[src/rtl/cachepool_boot_ctrl.sv]
// Multi-cluster boot sequencer: writes a boot address to each enabled cluster,
// wakes the successfully booted ones and collects their end-of-computing flags.
module cachepool_boot_ctrl #(
    parameter int unsigned          NumClusters   = 4,
    parameter int unsigned          NumCores      = 4,
    parameter int unsigned          AddrWidth     = 32,
    parameter int unsigned          DataWidth     = 32,
    parameter logic [AddrWidth-1:0] BootRegBase   = AddrWidth'(32'h4000_0000),
    parameter logic [AddrWidth-1:0] ClusterStride = AddrWidth'(32'h0010_0000),
    parameter int unsigned          StartDelay    = 1000,
    parameter int unsigned          TimeoutCycles = 1 << 20
) (
    input  logic                            clk_i,
    input  logic                            rst_ni,
    input  logic                            start_i,
    input  logic [31:0]                     entry_point_i,
    input  logic [NumClusters-1:0]          cluster_mask_i,
    output logic                            req_valid_o,
    input  logic                            req_ready_i,
    output logic [AddrWidth-1:0]            req_addr_o,
    output logic [DataWidth-1:0]            req_data_o,
    output logic                            req_write_o,
    output logic [DataWidth/8-1:0]          req_strb_o,
    input  logic                            rsp_valid_i,
    input  logic                            rsp_error_i,
    output logic                            rsp_ready_o,
    output logic [NumClusters*NumCores-1:0] debug_req_o,
    input  logic [NumClusters-1:0]          eoc_i,
    output logic                            busy_o,
    output logic                            done_o,
    output logic [NumClusters-1:0]          eoc_seen_o,
    output logic [NumClusters-1:0]          boot_err_o,
    output logic                            timeout_o
);

    localparam int unsigned IdxW = (NumClusters > 1) ? $clog2(NumClusters) : 1;
    localparam logic [31:0] DelayLoad   = 32'(StartDelay - 1);
    localparam logic [31:0] TimeoutLoad = 32'(TimeoutCycles - 1);

    localparam logic [2:0] IDLE     = 3'd0;
    localparam logic [2:0] DELAY    = 3'd1;
    localparam logic [2:0] WRITE    = 3'd2;
    localparam logic [2:0] RESP     = 3'd3;
    localparam logic [2:0] WAKE     = 3'd4;
    localparam logic [2:0] WAIT_EOC = 3'd5;
    localparam logic [2:0] DONE     = 3'd6;

    logic [2:0]             state_q, state_d;
    logic [NumClusters-1:0] mask_q, mask_d;
    logic [IdxW-1:0]        idx_q, idx_d;
    logic [31:0]            cnt_q, cnt_d;
    logic [AddrWidth-1:0]   req_addr_q, req_addr_d;
    logic [DataWidth-1:0]   req_data_q, req_data_d;
    logic [NumClusters-1:0] eoc_seen_q, eoc_seen_d;
    logic [NumClusters-1:0] boot_err_q, boot_err_d;
    logic                   timeout_q, timeout_d;

    logic [NumClusters-1:0] expected;
    logic [IdxW-1:0]        first_idx, next_idx;
    logic                   has_next;

    function automatic logic [AddrWidth-1:0] addr_of(input logic [IdxW-1:0] idx);
        return BootRegBase + AddrWidth'(idx) * ClusterStride;
    endfunction

    assign expected = mask_q & ~boot_err_q;

    // Descending scan so the final assignment lands on the lowest qualifying cluster.
    always_comb begin
        first_idx = '0;
        next_idx  = '0;
        has_next  = 1'b0;
        for (int c = int'(NumClusters) - 1; c >= 0; c--) begin
            if (mask_q[c]) begin
                first_idx = IdxW'(c);
            end
            if (mask_q[c] && (c > int'(idx_q))) begin
                next_idx = IdxW'(c);
                has_next = 1'b1;
            end
        end
    end

    always_comb begin
        state_d    = state_q;
        mask_d     = mask_q;
        idx_d      = idx_q;
        cnt_d      = cnt_q;
        req_addr_d = req_addr_q;
        req_data_d = req_data_q;
        eoc_seen_d = eoc_seen_q;
        boot_err_d = boot_err_q;
        timeout_d  = timeout_q;

        if (state_q == WAKE || state_q == WAIT_EOC || state_q == DONE) begin
            eoc_seen_d = eoc_seen_q | (eoc_i & expected);
        end

        case (state_q)
            IDLE, DONE: begin
                if (start_i) begin
                    mask_d     = cluster_mask_i;
                    req_data_d = DataWidth'(entry_point_i);
                    eoc_seen_d = '0;
                    boot_err_d = '0;
                    timeout_d  = 1'b0;
                    cnt_d      = DelayLoad;
                    state_d    = (cluster_mask_i == '0) ? DONE : DELAY;
                end
            end
            DELAY: begin
                if (cnt_q == '0) begin
                    idx_d      = first_idx;
                    req_addr_d = addr_of(first_idx);
                    state_d    = WRITE;
                end else begin
                    cnt_d = cnt_q - 32'd1;
                end
            end
            WRITE: begin
                if (req_ready_i) begin
                    state_d = RESP;
                end
            end
            RESP: begin
                if (rsp_valid_i) begin
                    boot_err_d = boot_err_q | (NumClusters'(rsp_error_i) << idx_q);
                    if (has_next) begin
                        idx_d      = next_idx;
                        req_addr_d = addr_of(next_idx);
                        state_d    = WRITE;
                    end else begin
                        state_d = WAKE;
                    end
                end
            end
            WAKE: begin
                cnt_d   = TimeoutLoad;
                state_d = WAIT_EOC;
            end
            WAIT_EOC: begin
                // A completing EOC in the last counted cycle takes priority over timeout.
                if ((eoc_seen_d & expected) == expected) begin
                    state_d = DONE;
                end else if (cnt_q == '0) begin
                    timeout_d = 1'b1;
                    state_d   = DONE;
                end else begin
                    cnt_d = cnt_q - 32'd1;
                end
            end
            default: state_d = IDLE;
        endcase
    end

    always_ff @(posedge clk_i or negedge rst_ni) begin
        if (!rst_ni) begin
            state_q    <= IDLE;
            mask_q     <= '0;
            idx_q      <= '0;
            cnt_q      <= '0;
            req_addr_q <= '0;
            req_data_q <= '0;
            eoc_seen_q <= '0;
            boot_err_q <= '0;
            timeout_q  <= 1'b0;
        end else begin
            state_q    <= state_d;
            mask_q     <= mask_d;
            idx_q      <= idx_d;
            cnt_q      <= cnt_d;
            req_addr_q <= req_addr_d;
            req_data_q <= req_data_d;
            eoc_seen_q <= eoc_seen_d;
            boot_err_q <= boot_err_d;
            timeout_q  <= timeout_d;
        end
    end

    always_comb begin
        debug_req_o = '0;
        if (state_q == WAKE) begin
            for (int c = 0; c < int'(NumClusters); c++) begin
                debug_req_o[c*NumCores +: NumCores] = {NumCores{expected[c]}};
            end
        end
    end

    assign req_valid_o = (state_q == WRITE);
    assign req_write_o = (state_q == WRITE);
    assign rsp_ready_o = (state_q == RESP);
    assign req_addr_o  = req_addr_q;
    assign req_data_o  = req_data_q;
    assign req_strb_o  = '1;
    assign busy_o      = (state_q != IDLE) && (state_q != DONE);
    assign done_o      = (state_q == DONE);
    assign eoc_seen_o  = eoc_seen_q;
    assign boot_err_o  = boot_err_q;
    assign timeout_o   = timeout_q;

endmodule

[config.mk]
export PLATFORM = sky130hd
export DESIGN_NAME = cachepool_boot_ctrl
export DESIGN_NICKNAME = d
export VERILOG_FILES = /design/src/rtl/cachepool_boot_ctrl.sv
export SDC_FILE = /design/constraint.sdc
export NUM_CORES = 1
export LEC_CHECK = 0
export ABC_AREA = 1
export CAP_MARGIN = 20
export CORE_MARGIN = 1.5
export CORE_UTILIZATION = 49
export DETAILED_ROUTE_END_ITERATION = 8
export HOLD_SLACK_MARGIN = 0.02
export PLACE_DENSITY = 0.81
export SYNTH_ARGS = -nofsm -noshare
export SYNTH_HDL_FRONTEND = slang
export SYNTH_SLANG_ARGS = --single-unit
export TNS_END_PERCENT = 5
[constraint.sdc]
create_clock -name clk_i -period 2.55 [get_ports clk_i]
set_clock_uncertainty 0.1 [all_clocks]
set_input_delay 0.255 -clock clk_i [delete_from_list [all_inputs] [get_ports clk_i]]
set_output_delay 0.255 -clock clk_i [all_outputs]
set_load 0.05 [all_outputs]
==> reports/qor.txt <==
Crit Path Max Fanout -> 5
Post-Syn Area -> 5221 µm²
drt first pass iters -> 6
cell accounting for the most synthesized area -> dfrtp_1
fraction of the mapped netlist area in adder cells -> 0.2396%
Area growth, synth to finish -> 28.83%
Filler cells -> 921
CTS sink cnt -> 83
die width -> 106.2 µm
FMAX -> 0.4102 GHz
yosys warns -> 0
clock slew at reported path FFs -> 0.09 ns
via-per-instance ratio -> 5.000
relative slew slack -> 63.19%
cell total after placement -> 990
PortBufs -> 110
critical path's top delay family -> buffers and inverters
gp weighted congestion -> 0.8941
CP bufs+invs -> 2
Vias -> 5075
routed wire length -> 13060 µm
fin util -> 65.16%
Max IR drop VDD -> 953.0 µV
HP Class -> in2async
status -> finished clean
CTS max path bufs -> 2
share of cells above drive strength 1 -> 9.898%
async set-or-reset flop fraction in the synthesized netlist -> 100.0%
row cnt -> 37
die area -> 11280 µm²
Layout Nets -> 921
wire length per cell -> 12.87 µm
DRT iter0 DRCs -> 238
Seq/Total Area, Yosys -> 39.78%
Detail Route Antenna Nets -> 0
initial antenna violation count -> 0
Slew Limit Fails -> 0
top_reg_cell synth -> dfrtp_1
H-tree Lvls -> 3
largest net degree at the start of global routing -> 57
Critical Path Max Stage Delay -> 0.84 ns
post-detail-place hpwl -> 9347 µm
worst skew pair latency -> 0.36 ns
Simple-Gate Fraction of Synth Area -> 40.57%
CORE AREA -> 10320 µm²
final worst path period share -> 95.60%
Clock Root Buffer -> clkbuf_8
Synth Area in Compound Gates -> 4.337%
WP data required -> 2.19 ns
max cap viols -> 0
CP cell instances -> inv_2 > nand2_1 > nand3_2 > clkdlybuf4s50_1
Slew @ Worst Pin -> 0.5504 ns
R2R Setup Slk -> 0.20 ns
slowest CP cell -> clkdlybuf4s50_1
Mean Syn Cell Area -> 6.834 µm²
synthesized flop and latch total -> 83
Placed Area -> 6444 µm²
DRC Markers -> 0
critical path class -> reg2out
multiplexer share of the synthesized area -> 0%
Gate Count Post-Synth -> 764
synth cell count leaders -> 283 x nand2_1, 93 x nor2_1, 83 x dfrtp_1
number of failing hold endpoints at the final stage -> 0
setup TNS -> 0 ns
Synth top area share -> 39.78%
XOR/XNOR Fraction of Synth Area -> 1.006%
RSZ-0062 raised after global routing -> no
I/O Pins -> 144
Die H -> 106.2 µm
Pleak -> 3.517 nW
number of flops mapped to enable cells by yosys -> 0
Overflow after GRT -> 0
largest family of logic cells by synthesized area -> simple AND/OR/NAND/NOR gates
Final min period -> 2.438 ns
most common cell in the netlist -> nand2_1
final instance area -> 6726 µm²
Total GRT Usage -> 23.61%
worst endpoint data arrival time -> 2.08 ns
Antenna Cells -> 0
Crit. End Element -> output port
final setup vio count -> 0
Cell Count, Final, Fillers Out -> 1015
cts bufs inserted -> 9
vias in the first global route -> 4703
crit start category -> flip-flop
largest cells by area after synthesis -> dfrtp_1 40%, nand2_1 20%, nor2_1 6.7%
power per cell area -> 1339 nW/µm²
CTS tree -> done
first-pass GRT wire length -> 21550 µm
Netlist cell types -> 32
initial core utilization -> 50.58%
Hold WS -> 0.2529 ns
registers in the layout (all words and copies together) (netlist names):
signal,count
timeout_o,1
req_data_o,32
cnt_q,32
state_q,3
req_addr_o,2
boot_err_o,4
eoc_seen_o,4
mask_q,4
idx_q,1
timing repair:
item,4_1_cts,5_1_grt
gates resized for setup,2,2
endpoints found under the hold margin,27,0
pin swaps,0,2
setup buffers,0,6
setup endpoints to repair,2,33
hold buffers,1,0
cloned,0,2
stage by stage:
| stage | total power [mW] | setup slack, ns |
|---|---|---|
| detailed placement | 7.787 | 0.05139 |
| finish | 9.005 | 0.1122 |
| CTS | 8.785 | 0.03803 |
| global placement | 7.715 | 0.1103 |
| global route | 9.705 | 0.0005218 |
| floorplan | 6.327 | 0.1036 |
report_power, final:
part | internal, mW | switching, mW
clock | 0.464 | 0.519
combinational | 1.83 | 3.88
sequential | 1.84 | 0.467
worst paths after layout:
check | start | to | cells past startpoint
min in group clk_i | entry_point_i[4] | req_data_o[4]$_DFFE_PN0P_ | 3
max in group asynchronous | rst_ni | state_q[1]$_DFFE_PN0P_ | 3
worst max register to register | cnt_q[0]$_DFFE_PN0P_ | cnt_q[0]$_DFFE_PN0P_ | 10
worst max-delay path | state_q[2]$_DFFE_PN0P_ | busy_o | 4
worst min register to register | req_addr_o[30]$_DFFE_PN0P_ | req_addr_o[30]$_DFFE_PN0P_ | 2
worst min-delay path | rst_ni | eoc_seen_o[0]$_DFF_PN0_ | 2
worst reg2reg max path: stages, from the launching register on:
cell and delay [ns]:
dfrtp_1 0.40, inv_1 0.12, ha_2 0.27, nand2_2 0.15
nor2_4 0.26, nand2_1 0.10, nor2_2 0.17, nand2_1 0.23
nand3_4 0.34, nand2_1 0.09, nand2_1 0.07
logic make-up (layout without fill, tap and decap cells):
group | Yosys count | count (layout)
buffers and inverters | 140 | 222
xor gates and xnor gates | 6 | 6
adders and majority gates | 1 | 1
and+or+nand+nor | 495 | 497
AOI/OAI and AO/OA | 37 | 37
DFF | 83 | 83
other | 2 | 33
per-layer routing:
layer,wire [µm],GRT usage [%],up-vias
li1,-,-,2529
met1,5593,30.88,2311
met2,6010,37.97,211
met3,1240,6.438,24
met4,215,7.625,0
met5,0,0,-
cell usage in the layout, fill, tap and decap left out, drive strengths merged, types with 3 or more instances in the layout:
master and count:
clkdlybuf4s50 90, o21ai 15, nand4 30, nand2 295, clkinv 3, conb 33
inv 74, clkbuf 10, a21oi 14, o21bai 5, nand3 61, nor3 9
xnor2 5, nor2 101, dfrtp 83, buf 40
cell type report:
class / count / area, µm² / area share, %
Multi-Input combinational cell: 574 / 2564 / 38.11
Sequential cell: 83 / 2077 / 30.88
Timing Repair Buffer: 133 / 1441 / 21.43
Inverter: 73 / 274.0 / 4.074
Tap cell: 136 / 170.2 / 2.530
Clock buffer: 10 / 127.6 / 1.897
Clock inverter: 6 / 72.57 / 1.079
Power figures use the tool's default switching activity.
